`config.mk`:
```
export PLATFORM = sky130hd
export DESIGN_NAME = sha256_host_loader_flat
export DESIGN_NICKNAME = d
export VERILOG_FILES = /design/src/rtl/sha256_host_loader_pkg.sv /design/src/rtl/sha256_host_loader_if.sv /design/src/rtl/sha256_host_loader.sv /design/src/flat_wrapper.sv
export SDC_FILE = /design/constraint.sdc
export NUM_CORES = 1
export LEC_CHECK = 0
export BUFFER_PORTS_ARGS = -buffer_cell sky130_fd_sc_hd__clkbuf_2
export CORE_ASPECT_RATIO = 0.75
export CORE_MARGIN = 10
export CORE_UTILIZATION = 45
export CTS_CLUSTER_DIAMETER = 200
export DETAILED_ROUTE_END_ITERATION = 12
export PLACE_DENSITY = 0.72
export SETUP_SLACK_MARGIN = 0.4
export SLEW_MARGIN = 10
export SYNTH_ARGS = -nofsm -noshare
export SYNTH_HDL_FRONTEND = slang
export SYNTH_SLANG_ARGS = --single-unit
```
`constraint.sdc`:
```
create_clock -name i_clk -period 2.6 [get_ports i_clk]
set_input_delay 0.52 -clock i_clk [delete_from_list [all_inputs] [get_ports i_clk]]
set_output_delay 0.52 -clock i_clk [all_outputs]
set_load 0.005 [all_outputs]
```
`src/rtl/sha256_host_loader_pkg.sv`:
```
// Shared definitions for the SHA-256 host loader:
// core register map, start value and FSM states.
package sha256_host_loader_pkg;

  localparam logic [6:0] ADDR_WORD_HI = 7'd63;
  localparam logic [6:0] ADDR_WHO     = 7'd64;
  localparam logic [6:0] ADDR_STATUS  = 7'd65;
  localparam logic [6:0] ADDR_DIG_HI  = 7'd101;
  localparam logic [7:0] START_VAL    = 8'h01;

  localparam logic [5:0] MSG_LAST = 6'd63;
  localparam logic [5:0] DIG_LAST = 6'd31;

  typedef enum logic [2:0] {
    ST_PROBE,
    ST_IDLE,
    ST_CLR,
    ST_LOAD,
    ST_START,
    ST_WAIT,
    ST_READ,
    ST_ERR
  } state_e;

endpackage

```
`src/rtl/sha256_host_loader_if.sv`:
```
// Byte streams in/out plus the byte-wide core register port,
// seen from the loader (master) and its environment (slave).
interface sha256_host_loader_if;

  logic [7:0] i_s_data;
  logic       i_s_valid;
  logic       o_s_ready;
  logic [7:0] o_m_data;
  logic       o_m_valid;
  logic       o_m_last;
  logic       i_m_ready;
  logic [6:0] o_core_addr;
  logic [7:0] o_core_data;
  logic       o_core_we;
  logic       o_core_rst_n;
  logic [7:0] i_core_data;
  logic       i_core_irq;

  modport master (
    input  i_s_data, i_s_valid,
    output o_s_ready,
    output o_m_data, o_m_valid, o_m_last,
    input  i_m_ready,
    output o_core_addr, o_core_data, o_core_we, o_core_rst_n,
    input  i_core_data, i_core_irq
  );

  modport slave (
    output i_s_data, i_s_valid,
    input  o_s_ready,
    input  o_m_data, o_m_valid, o_m_last,
    output i_m_ready,
    input  o_core_addr, o_core_data, o_core_we, o_core_rst_n,
    output i_core_data, i_core_irq
  );

endinterface

```
`src/rtl/sha256_host_loader.sv`:
```
// Loads one padded block into the SHA-256 core, starts it,
// waits for completion and streams the 32-byte digest out.
module sha256_host_loader
  import sha256_host_loader_pkg::*;
#(
  parameter logic [7:0] EXPECT_ID = 8'd1,
  parameter bit         CHECK_ID  = 1'b1,
  parameter int         TIMEOUT_W = 10
) (
  input  logic                        i_clk,
  input  logic                        i_rst,
  sha256_host_loader_if.master        bus,
  output logic                        o_busy,
  output logic                        o_err
);

  localparam state_e RST_STATE = CHECK_ID ? ST_PROBE : ST_IDLE;

  state_e                 state_q, state_d;
  logic [5:0]             cnt_q, cnt_d;
  logic [TIMEOUT_W-1:0]   timer_q, timer_d, timer_inc;
  logic                   core_rst_n_q, core_rst_n_d;

  logic [6:0] addr;
  logic [7:0] wdata;
  logic       we;
  logic       s_ready;
  logic       m_valid;
  logic       m_last;

  assign timer_inc = timer_q + 1'b1;

  always_comb begin
    state_d = state_q;
    cnt_d   = cnt_q;
    timer_d = timer_q;
    addr    = ADDR_WHO;
    wdata   = 8'h00;
    we      = 1'b0;
    s_ready = 1'b0;
    m_valid = 1'b0;
    m_last  = 1'b0;
    unique case (state_q)
      ST_PROBE: begin
        state_d = (bus.i_core_data == EXPECT_ID) ? ST_IDLE : ST_ERR;
      end
      ST_IDLE: begin
        cnt_d = '0;
        if (bus.i_s_valid) state_d = ST_CLR;
      end
      ST_CLR: begin
        cnt_d   = '0;
        state_d = ST_LOAD;
      end
      ST_LOAD: begin
        s_ready = 1'b1;
        we      = bus.i_s_valid;
        addr    = ADDR_WORD_HI - {1'b0, cnt_q};
        wdata   = bus.i_s_data;
        if (bus.i_s_valid) begin
          if (cnt_q == MSG_LAST) begin
            cnt_d   = '0;
            state_d = ST_START;
          end else begin
            cnt_d = cnt_q + 6'd1;
          end
        end
      end
      ST_START: begin
        we      = 1'b1;
        addr    = ADDR_STATUS;
        wdata   = START_VAL;
        timer_d = '0;
        state_d = ST_WAIT;
      end
      ST_WAIT: begin
        addr    = ADDR_STATUS;
        timer_d = timer_inc;
        // completion beats a timeout landing on the same cycle
        if (bus.i_core_irq) begin
          cnt_d   = '0;
          state_d = ST_READ;
        end else if (&timer_inc) begin
          state_d = ST_ERR;
        end
      end
      ST_READ: begin
        addr    = ADDR_DIG_HI - {1'b0, cnt_q};
        m_valid = 1'b1;
        m_last  = (cnt_q == DIG_LAST);
        if (bus.i_m_ready) begin
          if (m_last) begin
            cnt_d   = '0;
            state_d = ST_IDLE;
          end else begin
            cnt_d = cnt_q + 6'd1;
          end
        end
      end
      ST_ERR: begin
        state_d = ST_ERR;
      end
    endcase
    // one-cycle core reset pulse restores the initial hash per block
    core_rst_n_d = (state_d != ST_CLR);
  end

  always_ff @(posedge i_clk) begin
    if (i_rst) begin
      state_q      <= RST_STATE;
      cnt_q        <= '0;
      timer_q      <= '0;
      core_rst_n_q <= 1'b0;
    end else begin
      state_q      <= state_d;
      cnt_q        <= cnt_d;
      timer_q      <= timer_d;
      core_rst_n_q <= core_rst_n_d;
    end
  end

  assign bus.o_core_addr  = addr;
  assign bus.o_core_data  = wdata;
  assign bus.o_core_we    = we;
  assign bus.o_core_rst_n = core_rst_n_q;
  assign bus.o_s_ready    = s_ready;
  assign bus.o_m_valid    = m_valid;
  assign bus.o_m_last     = m_last;
  assign bus.o_m_data     = bus.i_core_data;

  assign o_busy = (state_q != ST_IDLE) && (state_q != ST_ERR);
  assign o_err  = (state_q == ST_ERR);

endmodule
```
`src/flat_wrapper.sv`:
```
// flat-port wrapper written by rule: the top's interface ports become plain ports
module sha256_host_loader_flat import sha256_host_loader_pkg::*;
#(
  parameter logic [7:0] EXPECT_ID = 8'd1,
  parameter bit         CHECK_ID  = 1'b1,
  parameter int         TIMEOUT_W = 10
)
  (i_clk, i_rst, o_busy, o_err, bus_i_s_data, bus_i_s_valid, bus_o_s_ready, bus_o_m_data, bus_o_m_valid, bus_o_m_last, bus_i_m_ready, bus_o_core_addr, bus_o_core_data, bus_o_core_we, bus_o_core_rst_n, bus_i_core_data, bus_i_core_irq);
  sha256_host_loader_if bus_i ();
  input  logic i_clk;
  input  logic i_rst;
  output logic o_busy;
  output logic o_err;
  input wire logic [$bits(bus_i.i_s_data)-1:0] bus_i_s_data;
  input wire logic [$bits(bus_i.i_s_valid)-1:0] bus_i_s_valid;
  output wire logic [$bits(bus_i.o_s_ready)-1:0] bus_o_s_ready;
  output wire logic [$bits(bus_i.o_m_data)-1:0] bus_o_m_data;
  output wire logic [$bits(bus_i.o_m_valid)-1:0] bus_o_m_valid;
  output wire logic [$bits(bus_i.o_m_last)-1:0] bus_o_m_last;
  input wire logic [$bits(bus_i.i_m_ready)-1:0] bus_i_m_ready;
  output wire logic [$bits(bus_i.o_core_addr)-1:0] bus_o_core_addr;
  output wire logic [$bits(bus_i.o_core_data)-1:0] bus_o_core_data;
  output wire logic [$bits(bus_i.o_core_we)-1:0] bus_o_core_we;
  output wire logic [$bits(bus_i.o_core_rst_n)-1:0] bus_o_core_rst_n;
  input wire logic [$bits(bus_i.i_core_data)-1:0] bus_i_core_data;
  input wire logic [$bits(bus_i.i_core_irq)-1:0] bus_i_core_irq;
  assign bus_i.i_s_data = bus_i_s_data;
  assign bus_i.i_s_valid = bus_i_s_valid;
  assign bus_o_s_ready = bus_i.o_s_ready;
  assign bus_o_m_data = bus_i.o_m_data;
  assign bus_o_m_valid = bus_i.o_m_valid;
  assign bus_o_m_last = bus_i.o_m_last;
  assign bus_i.i_m_ready = bus_i_m_ready;
  assign bus_o_core_addr = bus_i.o_core_addr;
  assign bus_o_core_data = bus_i.o_core_data;
  assign bus_o_core_we = bus_i.o_core_we;
  assign bus_o_core_rst_n = bus_i.o_core_rst_n;
  assign bus_i.i_core_data = bus_i_core_data;
  assign bus_i.i_core_irq = bus_i_core_irq;
  sha256_host_loader #(.EXPECT_ID(EXPECT_ID), .CHECK_ID(CHECK_ID), .TIMEOUT_W(TIMEOUT_W)) u_core (.i_clk(i_clk), .i_rst(i_rst), .bus(bus_i), .o_busy(o_busy), .o_err(o_err));
endmodule
```
==> results.md, run 1 <==
| Group | Quantity | Value |
|---|---|---|
| logic synthesis | Avg Inst Size Synth | 7.55 um^2 |
| cts | Clock Path Buffers | 2 |
| die | Die area | 0.00634 mm^2 |
| cts | Depth of the CTS H-tree | 1 |
| global routing | Antenna violations before repair | 0 |
| global routing | Overflow left after global routing | 0 |
| sta | Setup WS post-layout | 0.506 ns |
| drt | First-iteration detailed-routing DRC count | 227 |
| global routing | Maximum number of pins on one net before global-route repair | 22 |
| die | Core Box Area | 0.00336 mm^2 |
| worst setup path | Data required time of the critical path | 2.08 ns |
| logic synthesis | Largest cells by area after synthesis | sky130_fd_sc_hd__dfxtp_1, sky130_fd_sc_hd__a21oi_1, sky130_fd_sc_hd__buf_4 |
| logic synthesis | Top cell type's share of synthesized area | 25.1% |
| die | I/O pin count | 51 |
| sta | Worst clock skew | 0.00171 ns |
| power and ir drop | Total leakage power | 0.000815 uW |
| logic synthesis | Proportion of register bits with asynchronous set or reset after synthesis | 0% |
| drt | Via count normalized by instance count | 5.94 |
| min path | Number of cells on the worst hold path | 2 |
| placed design | Gp weighted congestion | 0.861 |
| power and ir drop | Power density over cell area | 593 mW/mm^2 |
| worst setup path | Register-to-register path setup slack | 0.67 ns |
| cts | Clk pin slew, worst setup/hold paths | 0.08 ns |
| sta | Part of the cycle the worst path needs | 80.5% |
| worst setup path | Worst Path Arrival | 1.57 ns |
| logic synthesis | Instance count of the mapped netlist | 211 |
| global routing | Global-route wire length before repair | 6.97 mm |
| worst setup path | Register-to-Register Path Depth | 5 |
| power and ir drop | Worst vdd rail ir drop | 0.000293 V |
| sta | Setup-violating endpoint count in the final report | 0 |
| sta | Final period demand of the worst path | 2.09 ns |
| drt | Length of the first detailed-routing pass in iterations | 5 |
| die | Initial Utilization | 47.5% |
| min path | Critical hold path startpoint | u_core.timer_q[0] |
| logic synthesis | Sequential cell area fraction in the yosys report | 25.1% |
| cts | Root buffer cell | sky130_fd_sc_hd__clkbuf_8 |
| layout | Antenna diode instance count | 0 |
| sta | Slew Limit Fails | 0 |
| logic synthesis | Total number of yosys warnings | 0 |
| drt | Routed wire length | 4.56 mm |
| logic synthesis | Netlist cell types | 55 |
| run | Max-cap violations | 0 |
| layout | Post-layout net count | 276 |
| drt | Remaining routing DRC violations | 0 |
| logic synthesis | Total standard cell area after synthesis | 0.00159 mm^2 |
| min path | Worst hold-check path type | reg -> reg |
| layout | Layout-stage area growth over the synthesis result | 18.0% |
| sta | Final setup TNS | 0 ns |
| cts | Total clock buffers created by CTS | 3 |
| sta | Number of hold violations in the final report | 0 |
| status | Status | completed |
| logic synthesis | Count of flip-flops with a built-in enable after synthesis | 0 |
| cts | Number of hold buffers added after cts | 0 |
| worst setup path | Startpoint types | flip-flop |
| die | Chip width | 88.7 um |
| logic synthesis | Commonest cells in the synthesized netlist | sky130_fd_sc_hd__dfxtp_1, sky130_fd_sc_hd__nand2_1, sky130_fd_sc_hd__a21oi_1 |
| placed design | Worst slack after detailed placement | 0.636 ns |
| cts | Post-CTS setup buffers | 0 |
| placed design | Count of port buffers added during placement | 50 |
| power and ir drop | Post-layout power | 1110 uW |
| drt | Routed Antenna Nets | 0 |
| placed design | Estimated wirelength of the detail-placed design | 3.46 mm |
| drt | Routed WL per cell | 15.8 um |
| worst setup path | Critical-path maximum fanout | 16 |
| min path | Capture endpoint of the worst hold path | u_core.timer_q[0] |
| global routing | Via count of the first global-routing pass | 1405 |
| worst setup path | Terminus of the critical flop-to-flop path | u_core.state_q[1] |
| worst setup path | FF-to-FF Start | u_core.cnt_q[0] |
| layout | Fraction of layout instances using a drive strength above 1 | 30.5% |
| cts | Total clock sinks | 20 |
| cts | Worst skew pair latency | 0.25 ns |
| sta | Worst slew pin tran | 0.625 ns |
| cts | Clock tree from TritonCTS | built |
| sta | Fmax achieved | 0.478 GHz |
| logic synthesis | Syn_nets | 237 |
| die | Number of placement rows | 18 |
| global routing | Overall global routing resource usage | 13.1% |
| logic synthesis | Synth Register Bits | 20 |
| logic synthesis | Cell taking the most area after synthesis | sky130_fd_sc_hd__dfxtp_1 |
| worst setup path | Classification of the worst setup path | reg -> out |
| sta | Unrepaired setup endpoints after global routing | true |
| sta | Headroom to the max-slew limit | 58.1% |
| die | Die Y | 71.5 um |
| worst setup path | Critical Path End Type | primary output |
| drt | Via total after detailed routing | 1717 |
| logic synthesis | Synth Flop Type | sky130_fd_sc_hd__dfxtp_1 |
[layout make-up]
cell class / count / area (um^2)
Tap cell: 40 / 50.0
Clock buffer: 4 / 55.1
Sequential cell: 20 / 408
Multi-Input combinational cell: 159 / 1030
Timing Repair Buffer: 56 / 295
Inverter: 10 / 37.5
Fill cell: 328 / 1480
[state kept, by name (all words and copies together), names as in the netlist]
| register | flops |
|---|---|
| u_core.bus.o_core_rst_n | 1 |
| u_core.cnt_q | 6 |
| u_core.state_q | 3 |
| u_core.timer_q | 10 |
[worst max-delay path by stage]
stage,startpoint,endpoint,slack [ns],cells past startpoint
2_1_floorplan,u_core.cnt_q[1],u_core.state_q[1],0.82,5
3_3_place_gp,u_core.state_q[2],bus_o_m_last,0.67,5
3_5_place_dp,u_core.state_q[2],bus_o_m_last,0.64,5
4_1_cts,u_core.cnt_q[1],bus_o_m_last,0.43,4
5_1_grt,u_core.cnt_q[2],bus_o_core_addr[5],0.39,6
6_report,u_core.state_q[0],bus_o_core_addr[3],0.51,6
[cells in the final DEF, fill, tap and decap left out, types with 2 or more instances in the layout]
master and instances:
sky130_fd_sc_hd__nand3_1 13, sky130_fd_sc_hd__o211ai_1 2, sky130_fd_sc_hd__xor2_1 3, sky130_fd_sc_hd__o21a_1 2
sky130_fd_sc_hd__inv_1 10, sky130_fd_sc_hd__a31o_2 2, sky130_fd_sc_hd__and3_1 8, sky130_fd_sc_hd__nand4_1 4
sky130_fd_sc_hd__a21o_1 6, sky130_fd_sc_hd__dfxtp_1 16, sky130_fd_sc_hd__clkbuf_8 4, sky130_fd_sc_hd__nor2_1 13
sky130_fd_sc_hd__dfxtp_2 3, sky130_fd_sc_hd__nand2b_1 3, sky130_fd_sc_hd__o32ai_1 2, sky130_fd_sc_hd__buf_4 6
sky130_fd_sc_hd__o21ai_0 7, sky130_fd_sc_hd__ha_1 4, sky130_fd_sc_hd__a31oi_1 5, sky130_fd_sc_hd__or3_1 4
sky130_fd_sc_hd__nand3b_1 2, sky130_fd_sc_hd__nor3_1 5, sky130_fd_sc_hd__clkbuf_2 50, sky130_fd_sc_hd__o22ai_1 2
sky130_fd_sc_hd__nand2_1 20, sky130_fd_sc_hd__o31ai_1 2, sky130_fd_sc_hd__nor4_1 3, sky130_fd_sc_hd__a21oi_1 16
sky130_fd_sc_hd__nor2b_1 3
[power by group]
part / internal, uW / switching [uW]
Clock: 135 / 104
Sequential: 332 / 49.2
Combinational: 210 / 284
Total: 677 / 438
[critical path: stages, from the launching register on]
cell	delay [ns]
sky130_fd_sc_hd__dfxtp_2	0.35
sky130_fd_sc_hd__buf_4	0.19
sky130_fd_sc_hd__inv_1	0.22
sky130_fd_sc_hd__nand2_1	0.15
sky130_fd_sc_hd__nor3_1	0.16
sky130_fd_sc_hd__o21a_1	0.14
sky130_fd_sc_hd__clkbuf_2	0.11
[per-layer routing]
metal / GRT usage, % / share of wire, % / up-vias
met1: 19.6 / 46 / 765
met4: 2.50 / 0.72 / 0
met2: 17.7 / 38 / 100
met5: 0 / 0 / -
met3: 3.62 / 15 / 6
li1: - / - / 846
[per-stage QoR]
stage          cell area [um^2]  std cells  util, %  hold WS, ns
3_3_place_gp               1800        285     53.7        0.494
2_1_floorplan              1590        211        -        0.466
6_report                   1880        289     56.0        0.503
4_1_cts                    1860        289     55.4        0.507
3_5_place_dp               1800        285     53.7        0.497
5_1_grt                    1880        289     56.0        0.548
[logic make-up (layout without fill, tap and decap cells)]
group,after synthesis,in the layout,share of synthesized area (%)
AOI/OAI and AO/OA,58,58,25.2
xor gates and xnor gates,4,4,2.20
and+or+nand+nor,91,91,32.1
muxes,1,1,0.628
buffers and inverters,32,70,10.8
DFF,20,20,25.1
adders and majority gates,5,5,3.93
[what timing repair did]
action,4_1_cts,5_1_grt
setup endpoints to repair,1,5
pin swaps,0,0
gates resized for setup,1,7
No activity file was read; power rests on OpenSTA's default activity.
==> run 2: changes to the inputs <==
--- a/config.mk
+++ b/config.mk
@@ -11,7 +11,7 @@
 export CORE_UTILIZATION = 45
 export CTS_CLUSTER_DIAMETER = 200
 export DETAILED_ROUTE_END_ITERATION = 12
-export PLACE_DENSITY = 0.72
+export PLACE_DENSITY = 0.75
 export SETUP_SLACK_MARGIN = 0.4
 export SLEW_MARGIN = 10
 export SYNTH_ARGS = -nofsm -noshare
==> constraint.sdc (replaced) <==
create_clock -name i_clk -period 1.75 [get_ports i_clk]
set_input_delay 0.35 -clock i_clk [delete_from_list [all_inputs] [get_ports i_clk]]
set_output_delay 0.35 -clock i_clk [all_outputs]
set_load 0.005 [all_outputs]
==> run 2 against run 1 <==
  * Largest power group unchanged
  * Hold slack got worse by 0.024 ns
  * Die area did not move
  * Clock skew increased by 0.0076 ns
  * Non-clock buffer count grew 55
  * Global-route usage is 4.9 points higher
  * Routed wire length rose by 54%
  * The run now ends with negative setup slack left
==> results.md, run 2 (synthesis results as in run 1) <==
| Group | Quantity | Value | Change |
|---|---|---|---|
| sta | Worst clock skew | 0.00927 ns | +0.00756 ns |
| power and ir drop | Cell internal pwr | 1440 uW | +110% |
| die | Number of placement rows | 18 | unchanged |
| layout | Fraction of layout instances using a drive strength above 1 | 59.1% | +29 points |
| worst setup path | CP cell instances | nor2b_4, buf_4, a21oi_1, o22a_1, nor2_1, clkbuf_2 |  |
| power and ir drop | Power density over cell area | 893 mW/mm^2 | +51% |
| placed design | Gp weighted congestion | 0.904 | +4.9% |
| drt | Remaining routing DRC violations | 0 | unchanged |
| cts | Total clock buffers created by CTS | 3 | unchanged |
| run | Max-cap violations | 0 | unchanged |
| cts | Total clock sinks | 20 | unchanged |
| worst setup path | Classification of the worst setup path | reg -> out |  |
| cts | Clk pin slew, worst setup/hold paths | 0.08 ns | about the same |
| power and ir drop | Power share of the clock group | 12.6% | -8.8 points |
| global routing | Via count of the first global-routing pass | 1864 | +33% |
| worst setup path | Worst Path Arrival | 1.61 ns | +0.04 ns |
| placed design | Worst slack after detailed placement | -0.0507 ns | -0.687 ns |
| worst setup path | Slowest cell delay on critical path | 0.39 ns | +0.04 ns |
| cts | Root buffer cell | sky130_fd_sc_hd__clkbuf_8 |  |
| layout | Commonest cells after routing, fill and taps aside | sky130_fd_sc_hd__clkbuf_2, sky130_fd_sc_hd__buf_4, sky130_fd_sc_hd__buf_6, sky130_fd_sc_hd__nand2_1, sky130_fd_sc_hd__nor2_1 |  |
| sta | Setup-violating endpoint count in the final report | 17 | +17 |
| drt | Routed wire length | 7.03 mm | +54% |
| layout | Register with the most flip-flops | u_core.timer_q |  |
| layout | Largest registers | u_core.timer_q x10, u_core.cnt_q x6, u_core.state_q x3 |  |
| status | Violated checks | negative setup slack |  |
| placed design | Estimated wirelength of the detail-placed design | 3.76 mm | +8.5% |
| cts | Number of hold buffers added after cts | 0 | unchanged |
| sta | Part of the cycle the worst path needs | 112% |  |
| die | Die area | 0.00634 mm^2 | unchanged |
| power and ir drop | Switching Share | 40.1% | +0.78 points |
| worst setup path | Cell with the largest stage delay on the worst path | sky130_fd_sc_hd__dfxtp_4 |  |
| cts | Clock Path Buffers | 2 | unchanged |
| drt | First-iteration detailed-routing DRC count | 363 | +60% |
| layout | Post-layout net count | 331 | +20% |
| global routing | Global-route wire length before repair | 9.32 mm | +34% |
| sta | Number of hold violations in the final report | 0 | unchanged |
| layout | Max reg flops | 10 | unchanged |
| worst setup path | Critical-path maximum fanout | 6 | -10 |
| sta | Headroom to the max-slew limit | 55.8% | -2.3 points |
| drt | Via count normalized by instance count | 6.44 | +8.4% |
| worst setup path | Startpoint types | flip-flop |  |
| sta | Fmax achieved | 0.511 GHz |  |
| drt | Routed Antenna Nets | 0 | unchanged |
| drt | Length of the first detailed-routing pass in iterations | 6 | +1 |
| sta | Final period demand of the worst path | 1.96 ns |  |
| drt | Via total after detailed routing | 2210 | +29% |
| status | Status | finished, violations left |  |
| die | Chip width | 88.7 um | unchanged |
| global routing | Maximum number of pins on one net before global-route repair | 15 | -32% |
| power and ir drop | Switching power | 965 uW | +120% |
| die | Initial Utilization | 47.5% | unchanged |
| cts | Clock tree from TritonCTS | built |  |
| die | Die Y | 71.5 um | unchanged |
| power and ir drop | Total leakage power | 0.00118 uW | +45% |
| layout | Most common library cell in the layout ignoring fill and taps | sky130_fd_sc_hd__clkbuf_2 |  |
| global routing | Antenna violations before repair | 0 | unchanged |
| sta | Setup WS post-layout | -0.206 ns | -0.712 ns |
| global routing | Overflow left after global routing | 0 | unchanged |
| power and ir drop | Sequential group share of total power | 23.2% | -11 points |
| placed design | Cell count after placement | 298 | +4.6% |
| power and ir drop | Post-layout power | 2410 uW | +120% |
| die | Core Box Area | 0.00336 mm^2 | unchanged |
| cts | Worst skew pair latency | 0.26 ns | about the same |
| power and ir drop | Comb pwr share | 64.2% | +20 points |
| sta | Worst slew pin tran | 0.660 ns | +0.0351 ns |
| layout | Antenna diode instance count | 0 | unchanged |
| layout | Layout-stage area growth over the synthesis result | 69.4% |  |
| cts | Depth of the CTS H-tree | 1 | unchanged |
| layout | Layout Cells excl Fill | 343 | +19% |
| worst setup path | Critical Path End Type | primary output |  |
| sta | Unrepaired setup endpoints after global routing | true |  |
| placed design | Count of port buffers added during placement | 50 | unchanged |
| global routing | Overall global routing resource usage | 17.9% | +4.9 points |
| worst setup path | Data required time of the critical path | 1.40 ns | -0.68 ns |
| sta | Slew Limit Fails | 0 | unchanged |
| die | I/O pin count | 51 | unchanged |
| power and ir drop | Worst vdd rail ir drop | 0.000722 V | +150% |
| min path | Worst hold-check path type | in -> reg |  |
| drt | Routed WL per cell | 20.5 um | +30% |
[run 2: cell types whose count changed in the layout (fill, tap and decap cells not counted), sizes merged]
cell	previous run	this run
clkbuf	54	47
buf	6	67
[run 2: final timing paths]
kind	endpoint	slack [ns]	start	cells past startpoint
setup / recovery	bus_o_core_addr[5]	-0.21	u_core.state_q[2]	6
hold / removal	u_core.state_q[1]	0.48	bus_i_core_irq	3
setup reg to reg	u_core.cnt_q[1]	-0.02	u_core.state_q[2]	6
hold reg to reg	u_core.state_q[0]	0.54	u_core.state_q[0]	1
[run 2: layout make-up]
type | count | area, um^2
multi-input combinational | 159 | 1300
timing repair buffer | 111 | 822
fill | 195 | 658
sequential | 20 | 443
tap | 40 | 50.0
clock buffer | 3 | 41.3
inverter | 10 | 40.0
[run 2: power by group through the flow]
| stage | clock (uW) | combinational (uW) | sequential [uW] |
|---|---|---|---|
| 2_1_floorplan | 0 | 564 | 531 |
| 3_3_place_gp | 0 | 804 | 588 |
| 3_5_place_dp | 0 | 809 | 590 |
| 4_1_cts | 301 | 1240 | 547 |
| 5_1_grt | 321 | 1620 | 559 |
| 6_report | 303 | 1550 | 558 |
[run 2: layer usage]
metal | share of wire (%) | routed length (um) | track usage [%] | vias to the layer above
met5 | 0 | 0 | 0 | -
met4 | 3.6 | 256 | 6.26 | 0
met3 | 15 | 1040 | 6.21 | 41
met2 | 44 | 3080 | 26.8 | 205
met1 | 38 | 2660 | 23.2 | 997
li1 | - | - | - | 967
[run 2: timing repair]
action | 4_1_cts | 5_1_grt
gates cloned | 0 | 1
pin swaps | 25 | 16
endpoints found under the setup margin | 39 | 38
setup buffers | 32 | 9
gates resized for setup | 65 | 29
[run 2: worst max-delay path: cells and delay by family, from the launching register on]
kind	cells	cell delay, ns
buffers and inverters	2	0.31
AO/OA/AOI/OAI	2	0.25
flip-flops	1	0.39
AND/OR/NAND/NOR	2	0.39
[run 2: per-stage QoR]
step | utilization, % | hold WS, ns | setup TNS, ns | instance area (um^2)
after floorplan | - | 0.462 | 0 | 1680
after global placement | 58.9 | 0.491 | 0 | 1980
after detailed placement | 58.9 | 0.492 | -0.0507 | 1980
after CTS | 74.4 | 0.448 | -0.213 | 2500
after global routing | 80.4 | 0.513 | -1.79 | 2700
final | 80.4 | 0.479 | -0.877 | 2700
